===== config.mk =====
export PLATFORM = sky130hd
export DESIGN_NAME = store_buffer
export DESIGN_NICKNAME = d
export VERILOG_FILES = /design/src/rtl/store_buffer.sv
export SDC_FILE = /design/constraint.sdc
export NUM_CORES = 1
export LEC_CHECK = 0
export ABC_AREA = 1
export CORE_ASPECT_RATIO = 1.5
export CORE_MARGIN = 1
export CORE_UTILIZATION = 56
export DETAILED_ROUTE_END_ITERATION = 16
export HOLD_SLACK_MARGIN = 0.05
export PLACE_DENSITY = 0.75
export SYNTH_ARGS = -nofsm -noshare
export SYNTH_HDL_FRONTEND = slang
export SYNTH_SLANG_ARGS = --single-unit

===== constraint.sdc =====
create_clock -name clk -period 3.7 [get_ports clk]
set_input_delay 0.925 -clock clk [delete_from_list [all_inputs] [get_ports clk]]
set_output_delay 0.925 -clock clk [all_outputs]
set_load 0.01 [all_outputs]

===== src/rtl/store_buffer.sv =====
`timescale 1ns/1ps
// -----------------------------------------------------------------------------
// store_buffer
//   Queues committed stores from the MEM stage and drains them, oldest first,
//   to the data-memory write port over a req/ack handshake. Store data is
//   replicated into the byte lanes selected by funct3M; the byte enables come
//   from the upstream byte-enable generator. The pipeline is stalled when the
//   buffer is full, when a load hits a pending store's word address, and on a
//   fence until the buffer has fully drained.
//
// Ports
//   clk, rst_n              clock, asynchronous active-low reset
//   MemWriteM/MemReadM      store / load in the MEM stage
//   fenceM                  fence in the MEM stage
//   ALUResultM              store/load byte address
//   WriteDataM, funct3M     raw rs2 data and access size (000 sb, 001 sh)
//   byteEnableM             lane enables for the store
//   StallSB                 combinational pipeline stall request
//   memReq/Addr/WData/BE    registered memory write request
//   memAck                  memory accepted the current request
//   sbEmpty                 nothing queued and nothing in flight
//   sbCount                 valid entries, head in flight included
// -----------------------------------------------------------------------------
module store_buffer #(
  parameter int XLEN   = 32,
  parameter int DEPTH  = 4,
  parameter int ADDR_W = 32
) (
  input  logic                       clk,
  input  logic                       rst_n,
  input  logic                       MemWriteM,
  input  logic                       MemReadM,
  input  logic                       fenceM,
  input  logic [ADDR_W-1:0]          ALUResultM,
  input  logic [XLEN-1:0]            WriteDataM,
  input  logic [2:0]                 funct3M,
  input  logic [XLEN/8-1:0]          byteEnableM,
  output logic                       StallSB,
  output logic                       memReq,
  output logic [ADDR_W-1:0]          memAddr,
  output logic [XLEN-1:0]            memWData,
  output logic [XLEN/8-1:0]          memBE,
  input  logic                       memAck,
  output logic                       sbEmpty,
  output logic [$clog2(DEPTH+1)-1:0] sbCount
);

  localparam int BE_W  = XLEN / 8;
  localparam int PTR_W = $clog2(DEPTH);
  localparam int CNT_W = $clog2(DEPTH + 1);
  // Clears the byte-offset bits so every compare and request is word aligned.
  localparam logic [ADDR_W-1:0] WA_MASK = ~ADDR_W'(BE_W - 1);

  typedef enum logic [0:0] {
    IDLE = 1'b0,
    BUSY = 1'b1
  } state_t;

  // Replicate the low byte / halfword across the word so any enabled lane
  // carries the right value; wider accesses pass through untouched.
  function automatic logic [XLEN-1:0] place_data(input logic [2:0]      f3,
                                                 input logic [XLEN-1:0] d);
    logic [XLEN-1:0] r;
    r = d;
    case (f3)
      3'b000: begin
        for (int i = 0; i < XLEN / 8; i++) r[i*8 +: 8] = d[7:0];
      end
      3'b001: begin
        for (int i = 0; i < XLEN / 16; i++) r[i*16 +: 16] = d[15:0];
      end
      default: r = d;
    endcase
    return r;
  endfunction

  logic [ADDR_W-1:0] addr_mem_r [DEPTH];
  logic [XLEN-1:0]   data_mem_r [DEPTH];
  logic [BE_W-1:0]   be_mem_r   [DEPTH];

  logic [PTR_W-1:0]  wr_ptr_r;
  logic [PTR_W-1:0]  rd_ptr_r;
  logic [CNT_W-1:0]  count_r;
  state_t            state_r;

  logic [ADDR_W-1:0] wa_s;
  logic [PTR_W-1:0]  rd_nxt_s;
  logic              full_s;
  logic              push_s;
  logic              pop_s;
  logic              hazard_s;

  assign wa_s     = ALUResultM & WA_MASK;
  assign rd_nxt_s = rd_ptr_r + PTR_W'(1);
  // Full is judged on the registered count only, so a same-cycle ack never
  // lets a store slip in.
  assign full_s   = (count_r == CNT_W'(DEPTH));
  assign push_s   = MemWriteM && (byteEnableM != {BE_W{1'b0}}) && !full_s;
  assign pop_s    = memReq && memAck;

  // Load hazard: compare the load word address against every live slot.
  always_comb begin
    logic [PTR_W-1:0] off_v;
    hazard_s = 1'b0;
    off_v    = {PTR_W{1'b0}};
    for (int j = 0; j < DEPTH; j++) begin
      // Distance from the head tells whether slot j currently holds a store.
      off_v = PTR_W'(j) - rd_ptr_r;
      if ((CNT_W'(off_v) < count_r) && (addr_mem_r[j] == wa_s)) begin
        hazard_s = 1'b1;
      end else begin
        hazard_s = hazard_s;
      end
    end
  end

  assign sbEmpty = (count_r == {CNT_W{1'b0}}) && (state_r == IDLE);
  assign sbCount = count_r;
  assign StallSB = (MemWriteM && full_s) | (MemReadM && hazard_s) | (fenceM && !sbEmpty);

  // Entry storage, ring pointers and occupancy count.
  always_ff @(posedge clk or negedge rst_n) begin
    if (!rst_n) begin
      wr_ptr_r <= {PTR_W{1'b0}};
      rd_ptr_r <= {PTR_W{1'b0}};
      count_r  <= {CNT_W{1'b0}};
      for (int j = 0; j < DEPTH; j++) begin
        addr_mem_r[j] <= {ADDR_W{1'b0}};
        data_mem_r[j] <= {XLEN{1'b0}};
        be_mem_r[j]   <= {BE_W{1'b0}};
      end
    end else begin
      if (push_s) begin
        addr_mem_r[wr_ptr_r] <= wa_s;
        data_mem_r[wr_ptr_r] <= place_data(funct3M, WriteDataM);
        be_mem_r[wr_ptr_r]   <= byteEnableM;
        wr_ptr_r             <= wr_ptr_r + PTR_W'(1);
      end
      if (pop_s) begin
        rd_ptr_r <= rd_nxt_s;
      end
      case ({push_s, pop_s})
        2'b10:   count_r <= count_r + CNT_W'(1);
        2'b01:   count_r <= count_r - CNT_W'(1);
        default: count_r <= count_r;
      endcase
    end
  end

  // Drain FSM driving the registered memory request.
  always_ff @(posedge clk or negedge rst_n) begin
    if (!rst_n) begin
      state_r  <= IDLE;
      memReq   <= 1'b0;
      memAddr  <= {ADDR_W{1'b0}};
      memWData <= {XLEN{1'b0}};
      memBE    <= {BE_W{1'b0}};
    end else begin
      case (state_r)
        IDLE: begin
          if (count_r != {CNT_W{1'b0}}) begin
            memAddr  <= addr_mem_r[rd_ptr_r];
            memWData <= data_mem_r[rd_ptr_r];
            memBE    <= be_mem_r[rd_ptr_r];
            memReq   <= 1'b1;
            state_r  <= BUSY;
          end else begin
            memReq <= 1'b0;
          end
        end
        BUSY: begin
          if (memAck) begin
            if (count_r > CNT_W'(1)) begin
              // Next head goes out on the same edge: back-to-back beats.
              memAddr  <= addr_mem_r[rd_nxt_s];
              memWData <= data_mem_r[rd_nxt_s];
              memBE    <= be_mem_r[rd_nxt_s];
            end else begin
              memReq  <= 1'b0;
              state_r <= IDLE;
            end
          end else begin
            state_r <= BUSY;
          end
        end
        default: begin
          memReq  <= 1'b0;
          state_r <= IDLE;
        end
      endcase
    end
  end

endmodule


==> results.sh <==
export IMPL_slew_headroom_pct=18.6
export IMPL_numCtsBuffers=36
export IMPL_status="finished clean"
export IMPL_grt_pass1_vias=17703
export IMPL_power_density_nw_per_um2=905
export IMPL_cp_slowest_cell="clkdlybuf4s50_1"
export IMPL_hp_class="in -> async"
export IMPL_synth_enable_flop_cells=0
export IMPL_clock_latency_ns=0.54
export IMPL_start_util_pct=56.7
export IMPL_worst_slack_ns=0.179
export IMPL_gp_congestion=0.942
export IMPL_worstSetupStartpoint="ALUResultM[17]"
export IMPL_rsz0062_at_grt="no"
export IMPL_cp_endpoint="StallSB"
export IMPL_drc=0
export IMPL_synth_top_cell_area_share_pct=46.0
export IMPL_drv_cap=0
export IMPL_postLayoutCellArea_um2=22000
export IMPL_tightest_slew_ns=1.22
export IMPL_worst_r2r_path_depth=7
export IMPL_fmax_mhz=284
export IMPL_regToRegStartpoint="rd_ptr_r[0]$_DFFE_PN0P_"
export IMPL_cts_sinks=339
export IMPL_finalCritPeriodShare_pct=95.2
export IMPL_finalSetupTns_ns=0
export IMPL_ctsLongestPathBuffers=3
export IMPL_drive_above_1_share_pct=8.50
export IMPL_yosys_warnings=0
export IMPL_hpwlAfterDp_um=36200
export IMPL_routed_wl_um=56700
export IMPL_grt_max_degree=106
export IMPL_setup_violations=0
export IMPL_path_cells="clkdlybuf4s50_1 > buf_4 > nand2_1 > nand2_2 > nor2_1 > nand2_1 > nor2_1 > nand3_1 > nor2_1 > nor2_1 > nand2_2 > nand2_1 > nand2_1 > buf_2"
export IMPL_synth_most_common_cell="nand2_1"
export IMPL_num_rows=81
export IMPL_place_area_um2=20700
export IMPL_r2r_slack_ns=0.86
export IMPL_syn_avg_cell_area_um2=7.44
export IMPL_ys_async_sr_fraction_pct=100
export IMPL_drt_iter0_drc=1686
export IMPL_r2r_end="memAddr[28]$_DFFE_PN0P_"
export IMPL_htreeDepth=2
export IMPL_endpoint_kind="primary output"
export IMPL_dieWidth_um=150
export IMPL_die_area_um2=33700
export IMPL_synthCells=2476
export IMPL_area_growth_pct=19.3
export IMPL_grtUsageMet2_pct=57.2
export IMPL_port_buffers=146
export IMPL_multi_input_area_um2=8180
export IMPL_vias=17865
export IMPL_synth_top_cells_by_area="dfrtp_1 46%, nand2_1 14%, o21ai_0 8.3%"
export IMPL_min_period_ns=3.52
export IMPL_wl_per_cell_um=18.5
export IMPL_dr_pass1_iters=6
export IMPL_dp_slack_ns=-0.396
export IMPL_ir_drop_v=0.000540
export IMPL_die_h_um=224
export IMPL_synth_top_area_cell="dfrtp_1"
export IMPL_synthFlopType="dfrtp_1"
export IMPL_grt_usage_pct=34.4
export IMPL_vias_per_cell=5.83
export IMPL_clkTransAtPathRegs_ns=0.05
export IMPL_place_inst=2997
export IMPL_cp_start_kind="primary input"
export IMPL_finalMaxSlewViolations=0
export IMPL_seq_area_um2=8490
export IMPL_cts_tree="yes"
export IMPL_io_pin_count=151
export IMPL_diodes=0
export IMPL_fin_nets=2710
export IMPL_ys_types=35
export IMPL_crit_fanout=4
export IMPL_worstPathRequired_ns=2.77
export IMPL_p_leak_nw=10.6
export IMPL_synth_area_um2=18400
export IMPL_cpPeakStageDelay_ns=0.43
export IMPL_ys_top_cells_by_count="702 x nand2_1, 339 x dfrtp_1, 306 x o21ai_0"
export IMPL_fillers=2720
export IMPL_antenna_found_initial=1
export IMPL_grtUsageMet3_pct=4.81
export IMPL_cts_setup_buffers=0
export IMPL_critPathKind="in -> out"
export IMPL_gr_max_usage_layer="met2"
export IMPL_fin_skew_ns=0.0212
export IMPL_core_area_um2=32500
export IMPL_ys_ff_latch=339
export IMPL_arrival_ns=2.60
export IMPL_grt_pass1_wl_um=90300
export IMPL_yosysSeqAreaShare_pct=46.0
export IMPL_final_cells=3062
export IMPL_gr_total_overflow=0
export IMPL_root_buffer="clkbuf_16"
export IMPL_final_hold_violation_count=0
export IMPL_detail_route_antenna_nets=0
export IMPL_met1_usage_pct=40.9
power by group:
part / switching [mW] / leakage (nW) / internal, mW
Combinational: 5.83 / 5.71 / 3.43
Sequential: 1.41 / 4.25 / 5.44
Clock: 1.50 / 0.618 / 2.30
worst min path at each step:
stage,startpoint,to,slack [ns],cells past startpoint
5_1_grt,data_mem_r[35]$_DFFE_PN0P_,data_mem_r[35]$_DFFE_PN0P_,0.50,2
4_1_cts,data_mem_r[34]$_DFFE_PN0P_,data_mem_r[34]$_DFFE_PN0P_,0.49,2
3_5_place_dp,data_mem_r[34]$_DFFE_PN0P_,data_mem_r[34]$_DFFE_PN0P_,0.47,2
3_3_place_gp,data_mem_r[43]$_DFFE_PN0P_,data_mem_r[43]$_DFFE_PN0P_,0.47,2
2_1_floorplan,be_mem_r[4]$_DFFE_PN0P_,be_mem_r[4]$_DFFE_PN0P_,0.45,2
6_report,rst_n,addr_mem_r[11]$_DFFE_PN0P_,0.43,1
cell families (layout without fill, tap and decap cells):
| group | Yosys count | in the layout | share of synthesized area (%) |
|---|---|---|---|
| adder cells (fa/ha/maj) | 13 | 13 | 0.883 |
| AO/OA/AOI/OAI | 650 | 650 | 19.8 |
| XOR/XNOR | 37 | 37 | 1.76 |
| AND/OR/NAND/NOR | 987 | 987 | 21.4 |
| other | 1 | 2 | 0.0203 |
| buffers and inverters | 449 | 619 | 10.1 |
| flip-flops | 339 | 339 | 46.0 |
cells in the final DEF (no fill, tap or decap), types with 3 or more instances in the layout:
cell type,synthesis,final
nand3_1,155,155
nand4_1,11,11
o2111ai_1,27,27
nor2_1,109,97
o22ai_1,74,74
nand2_2,3,10
o21ai_1,43,45
inv_2,8,19
dlygate4sd2_1,0,7
nor3_1,4,3
clkdlybuf4s50_1,0,120
dlymetal6s2s_1,0,17
ha_1,13,13
clkbuf_8,0,9
xnor2_1,14,14
buf_12,0,10
clkinv_2,0,7
a221oi_1,32,32
nand2_1,702,693
a21oi_1,143,143
o21ai_0,306,304
clkbuf_16,0,37
dfrtp_1,339,337
inv_1,289,278
nor2_2,1,12
bufinv_16,0,4
clkbuf_1,69,7
buf_4,13,100
o211ai_1,19,19
xor2_1,23,21
registers in the layout, summed over array words and instances (netlist names):
| name | count |
|---|---|
| addr_mem_r | 120 |
| be_mem_r | 16 |
| data_mem_r | 128 |
| memAddr | 30 |
| memBE | 4 |
| memReq | 1 |
| memWData | 32 |
| rd_ptr_r | 2 |
| sbCount | 3 |
| state_r | 1 |
| wr_ptr_r | 2 |
layout make-up:
type | count | area share [%]
Clock buffer | 53 | 4.89
Clock inverter | 12 | 0.762
Inverter | 298 | 5.09
Multi-Input combinational cell | 1689 | 37.2
Sequential cell | 339 | 38.6
Tap cell | 415 | 2.36
Timing Repair Buffer | 256 | 11.1
timing repair:
action                                 4_1_cts  5_1_grt
resized for setup                           20       44
cloned                                       0        0
endpoints found under the hold margin        0        0
pin swaps                                    2       13
hold buffers                                 0        0
setup endpoints to repair                    1        1
through the flow:
step	utilization (%)	hold slack, ns	total power, mW
CTS	67.4	0.488	19.8
global route	67.6	0.501	21.3
detailed placement	63.5	0.473	15.9
finish	67.6	0.433	19.9
floorplan	-	0.453	12.6
global placement	63.5	0.468	15.5
critical path, delay by kind of cell:
family | cells | cell delay (ns)
simple gates | 11 | 0.95
buf+inv | 3 | 0.71
routing by layer:
layer	vias to the layer above	share of wire, %
met5	-	0.019
met4	2	6.8
met3	221	7.3
met2	823	49
met1	8400	37
li1	8419	-
Note: power is estimated with default switching activity, not from simulation.
==> edit 1, RTL diff (config.mk and constraints unchanged) <==
`XLEN`: 32 -> 16.
--- a/src/rtl/store_buffer.sv
+++ b/src/rtl/store_buffer.sv
@@ -22,7 +22,7 @@
 //   sbCount                 valid entries, head in flight included
 // -----------------------------------------------------------------------------
 module store_buffer #(
-  parameter int XLEN   = 32,
+  parameter int XLEN   = 16,
   parameter int DEPTH  = 4,
   parameter int ADDR_W = 32
 ) (
Interface: changed (resized WriteDataM, byteEnableM, memBE and memWData); port bits go from 151 to 115. The function was not compared with the original's and may differ.
==> edit 1 against the original RTL <==
- combinational power down 23%
- largest power group unchanged
- routed wire length down 26%
- global-route usage down 2.2 points
- design area down 22%
- critical path type unchanged
- sequential cell count down 85
- synthesized area down 22%
- total power down 25%
- worst setup slack worse by 77 ps
==> edit 1: results (changes against the original RTL) <==
Fillers = 2140 (was 2720)
WL met2 = 20900 um (was 27600 um)
distinct cell type count of the synthesized netlist = 38 (was 35)
Worst path max stage delay = 520 ps (was 430 ps)
# H-tree levels = 1 (was 2)
Inverters = 230 (was 298)
multi-input combinational area share = 38.6% (was 37.2%)
Fin Clk Skew = 14.9 ps (was 21.2 ps)
sequential fraction of the synthesis area = 44.4% (was 46.0%)
final period utilization = 97.3% (was 95.2%)
largest net degree at the start of global routing = 99 (was 106)
seq_cells = 254 (was 339)
Max Used Layer = met4 (was met5)
worst slack at placement = -364 ps (was -396 ps)
Hold WS = 353 ps (was 433 ps)
Avg Inst Size Synth = 7.46 um2 (was 7.44 um2)
Data buffer area share = 11.7% (was 11.1%)
routed length on met1 = 15900 um (was 21000 um)
initial antenna violation count = 0 (was 1)
leakage = 0.00825 uW (was 0.0106 uW)
ClkCell Share = 5.10% (was 5.66%)
Max VDD drop = 0.663 mV (was 0.540 mV)
largest cells by area after synthesis = dfrtp_1 44%, nand2_1 15%, inv_1 5.9% (was dfrtp_1 46%, nand2_1 14%, o21ai_0 8.3%)
register share of the cell area = 37.2% (was 38.6%)
Final Routed Wirelength = 42000 um (was 56700 um)
M1 GR Usage = 37.7% (was 40.9%)
max_slew headroom = 16.8% (was 18.6%)
routability congestion estimate from global placement = 0.872 (was 0.942)
global-route wire length before repair = 67200 um (was 90300 um)
CP arrival = 2670 ps (was 2600 ps)
detailed placement HPWL = 26900 um (was 36200 um)
# port buffers = 112 (was 146)
#MultiIn Comb = 1325 (was 1689)
R2R depth = 8 (was 7)
total CTS buffers = 26 (was 36)
R2R Setup Slk = 1150 ps (was 860 ps)
utilization after layout = 68.3% (was 67.6%)
First DRT Iteration DRCs = 1182 (was 1686)
layout cell share with drive strength beyond 1 = 8.99% (was 8.50%)
complex-gate fraction of the synthesized area = 19.2% (was 19.8%)
routing usage on met3 = 3.05% (was 4.81%)
nets@finish = 2125 (was 2710)
met2 usage = 56.2% (was 57.2%)
Synth Area in XOR/XNOR = 3.37% (was 1.76%)
status = complete, no violations (unchanged)
Sw Ratio = 44.2% (was 43.9%)
clock buf count = 39 (was 53)
Non-CTS buffers = 216 (was 256)
Placed Area = 0.0162 mm2 (was 0.0207 mm2)
adder-cell share of the synthesized area = 1.14% (was 0.882%)
Setup Buffers After CTS = 1 (was 0)
routed wl met3 = 2580 um (was 4150 um)
total number of vias = 13800 (was 17900)
Non-Filler Instances = 2398 (was 3062)
Post-synth top cells = 553 x nand2_1, 254 x dfrtp_1, 224 x inv_1 (was 702 x nand2_1, 339 x dfrtp_1, 306 x o21ai_0)
[edit 1: cell types whose count changed in the layout (fill, tap and decap cells not counted), moves of 28 or more]
cell / delta
o21ai_0: -180
a21oi_1: -44
dfrtp_1: -84
xor2_1: +28
nand3_1: -47
o21ai_1: +83
nand2_1: -143
o22ai_1: -29
inv_1: -56
[edit 1: power by group through the flow]
stage / Clock, uW / Sequential (uW) / Combinational, uW
6_report: 2710 / 5160 / 7140
5_1_grt: 2840 / 5330 / 7870
4_1_cts: 2730 / 5130 / 7070
3_5_place_dp: 0 / 5160 / 6990
3_3_place_gp: 0 / 5110 / 6770
2_1_floorplan: 0 / 5050 / 4700
[edit 1: worst paths after layout]
path	endpoint	from
min reg2reg	be_mem_r[3]	be_mem_r[3]
min	addr_mem_r[73]	rst_n
max reg2reg	data_mem_r[61]	sbCount[1]
max	StallSB	ALUResultM[25]
max in group asynchronous	data_mem_r[47]	rst_n
min in group clk	be_mem_r[3]	be_mem_r[3]
==> edit 2, RTL diff (same flow settings) <==
Without the edit above. Register the output `sbCount` once more, with the module's reset; this adds one clock of latency there. The other outputs are not delayed to match.
--- a/src/rtl/store_buffer.sv
+++ b/src/rtl/store_buffer.sv
@@ -115,7 +115,13 @@
   end
 
   assign sbEmpty = (count_r == {CNT_W{1'b0}}) && (state_r == IDLE);
-  assign sbCount = count_r;
+  always_ff @(posedge clk or negedge rst_n) begin
+    if (!rst_n) begin
+      sbCount <= '0;
+    end else begin
+      sbCount <= count_r;
+    end
+  end
   assign StallSB = (MemWriteM && full_s) | (MemReadM && hazard_s) | (fenceM && !sbEmpty);
 
   // Entry storage, ring pointers and occupancy count.
Formal check against the unedited RTL: not equivalent (Yosys sat finds a counterexample within 4 cycles, from zero or initial values and one cycle with rst_n low).
==> edit 2 against the original RTL <==
- final cell count is 2.1% lower
- first-iteration DRC count is 19% lower
- worst setup slack worse by 13 ps
- sequential share of layout area is 0.65 points higher
- routed wire length is 5.1% lower
- sequential cell count is 3 higher
- design area is 0.79% lower
- synthesized area hardly changed
- total power is 2.7% lower
- critical path type unchanged
==> edit 2: results (changes against the original RTL) <==
number of global-route vias before repair = 17600 (was 17700)
Fin Clk Skew = 17.9 ps (was 21.2 ps)
leakage = 0.0104 uW (was 0.0106 uW)
hold path endpoint = data_mem_r[35]
Crit Path Max Fanout = 4 (unchanged)
Clock Latency Late Sink = 540 ps (about the same)
Hold WC Path Type = reg2reg (was in2async)
largest net degree at the start of global routing = 115 (was 106)
worst slack at placement = -514 ps (was -396 ps)
YS warnings = 0 (unchanged)
Setup Buffers After CTS = 0 (unchanged)
Fillers = 2731 (was 2720)
R2R Setup Slk = 890 ps (was 860 ps)
status = complete, no violations (unchanged)
Worst path max stage delay = 260 ps (was 430 ps)
Clk pin slew, worst setup/hold paths = 60 ps
Reg-to-Reg Start = rd_ptr_r[1] (was rd_ptr_r[0])
critical path's top delay family = simple AND/OR/NAND/NOR gates (unchanged)
Placed Area = 0.0205 mm2 (was 0.0207 mm2)
# H-tree levels = 2 (unchanged)
global-route wire length before repair = 87300 um (was 90300 um)
RR Endpoint = memAddr[7] (was memAddr[28])
CP max stage cell = dlygate4sd2_1 (was clkdlybuf4s50_1)
total CTS buffers = 35 (was 36)
biggest registers after layout = data_mem_r x128, addr_mem_r x120, memWData x32 (unchanged)
layout cell share with drive strength beyond 1 = 7.40% (was 8.50%)
routability congestion estimate from global placement = 0.913 (was 0.942)
Max Root-Sink Buffers = 3 (unchanged)
DR vias/cell = 5.83 (about the same)
Tightest Pin Transition = 1150 ps (was 1220 ps)
detailed placement HPWL = 32900 um (was 36200 um)
R2R depth = 9 (was 7)
iteration count of the initial detailed-routing pass = 5 (was 6)
First DRT Iteration DRCs = 1365 (was 1686)
initial antenna violation count = 1 (unchanged)
nets@finish = 2647 (was 2710)
Hold WS = 485 ps (was 433 ps)
# port buffers = 146 (unchanged)
hold path cells = 2
sequential fraction of the synthesis area = 46.4% (was 46.0%)
final setup vio count = 0 (unchanged)
Pint = 10900 uW (was 11200 uW)
distinct cell type count of the synthesized netlist = 33 (was 35)
fraction of registers with async set/reset = 100% (unchanged)
CTS Root Cell = clkbuf_16 (unchanged)
largest cells by area after synthesis = dfrtp_1 46%, nand2_1 14%, o21ai_0 8.3% (unchanged)
HP Start = data_mem_r[35]
Tot GR Track Use = 32.9% (was 34.4%)
Post-synth top cells = 664 x nand2_1, 342 x dfrtp_1, 306 x o21ai_0 (was 702 x nand2_1, 339 x dfrtp_1, 306 x o21ai_0)
Max VDD drop = 0.476 mV (was 0.540 mV)
Avg WL per Cell = 17.9 um (was 18.5 um)
-- edit 2: changes by cell type after synthesis, moves of 7 or more --
cell,change
o22ai_1,-7
inv_1,-10
xnor2_1,+19
nor2_1,-19
nand2_1,-38
nand3_1,+31
o21ai_1,-15
o2111ai_1,+18
buf_4,-7
o211ai_1,-10
clkbuf_1,+18
a221oi_1,-11
-- edit 2: layout make-up --
| class | instances | area [um2] | share of cell area, % |
|---|---|---|---|
| Multi-Input combinational cell | 1656 | 8190 | 37.5 |
| Clock buffer | 49 | 1020 | 4.68 |
| Inverter | 282 | 1060 | 4.85 |
| Clock inverter | 11 | 135 | 0.619 |
| Sequential cell | 342 | 8560 | 39.2 |
| Tap cell | 415 | 519 | 2.38 |
| Antenna cell | 3 | 7.51 | 0.0344 |
| Timing Repair Buffer | 240 | 2330 | 10.7 |
-- edit 2: worst max-delay path by stage --
stage                        start  slack (ps)       to  cells past startpoint
floorplan              rd_ptr_r[0]         700  StallSB                     14
global placement     ALUResultM[3]        -500  StallSB                     13
detailed placement   ALUResultM[3]        -510  StallSB                     13
CTS                 ALUResultM[12]         0.8  StallSB                     12
global route           rd_ptr_r[1]         0.7  StallSB                     15
finish              ALUResultM[11]         170  StallSB                     14
-- edit 2: repair_timing --
item / 4_1_cts / 5_1_grt
hold buffers: 0 / 0
resized for setup: 19 / 40
hold endpoints to repair: 0 / 0
endpoints found under the setup margin: 1 / 1
gates cloned: 0 / 0
pin swaps: 8 / 8
-- edit 2: power groups by stage --
stage / Combinational, uW / Sequential [uW] / Clock, uW
after floorplan: 5900 / 6690 / 0
after global placement: 8430 / 6800 / 0
after detailed placement: 8710 / 6870 / 0
after CTS: 8790 / 6820 / 3670
after global routing: 9920 / 7080 / 3790
final: 8890 / 6850 / 3620
-- edit 2: metrics by stage --
stage / util (%) / cells
floorplan: - / 2439
global placement: 63.0 / 2935
detailed placement: 63.0 / 2935
CTS: 66.7 / 2995
global route: 67.1 / 2996
finish: 67.1 / 2998
-- edit 2: logic make-up (layout without fill, tap and decap cells) --
group                    count (synthesis)  after routing  share of synthesized area [%]
XOR/XNOR                                61             61                           2.90
adder cells (fa/ha/maj)                 13             13                          0.882
flip-flops                             342            342                           46.4
buffers and inverters                  441            582                           9.79
other                                    1              5                         0.0203
AND/OR/NAND/NOR                        961            961                           21.1
AO/OA/AOI/OAI                          619            619                           18.9
-- edit 2: metal layers --
metal | up-vias | global-route usage [%] | share of wire [%]
met5 | - | 0 | 0
met4 | 0 | 19.7 | 5.7
met3 | 208 | 4.36 | 6.8
met2 | 767 | 55.5 | 48
met1 | 8270 | 39.8 | 39
li1 | 8246 | - | -
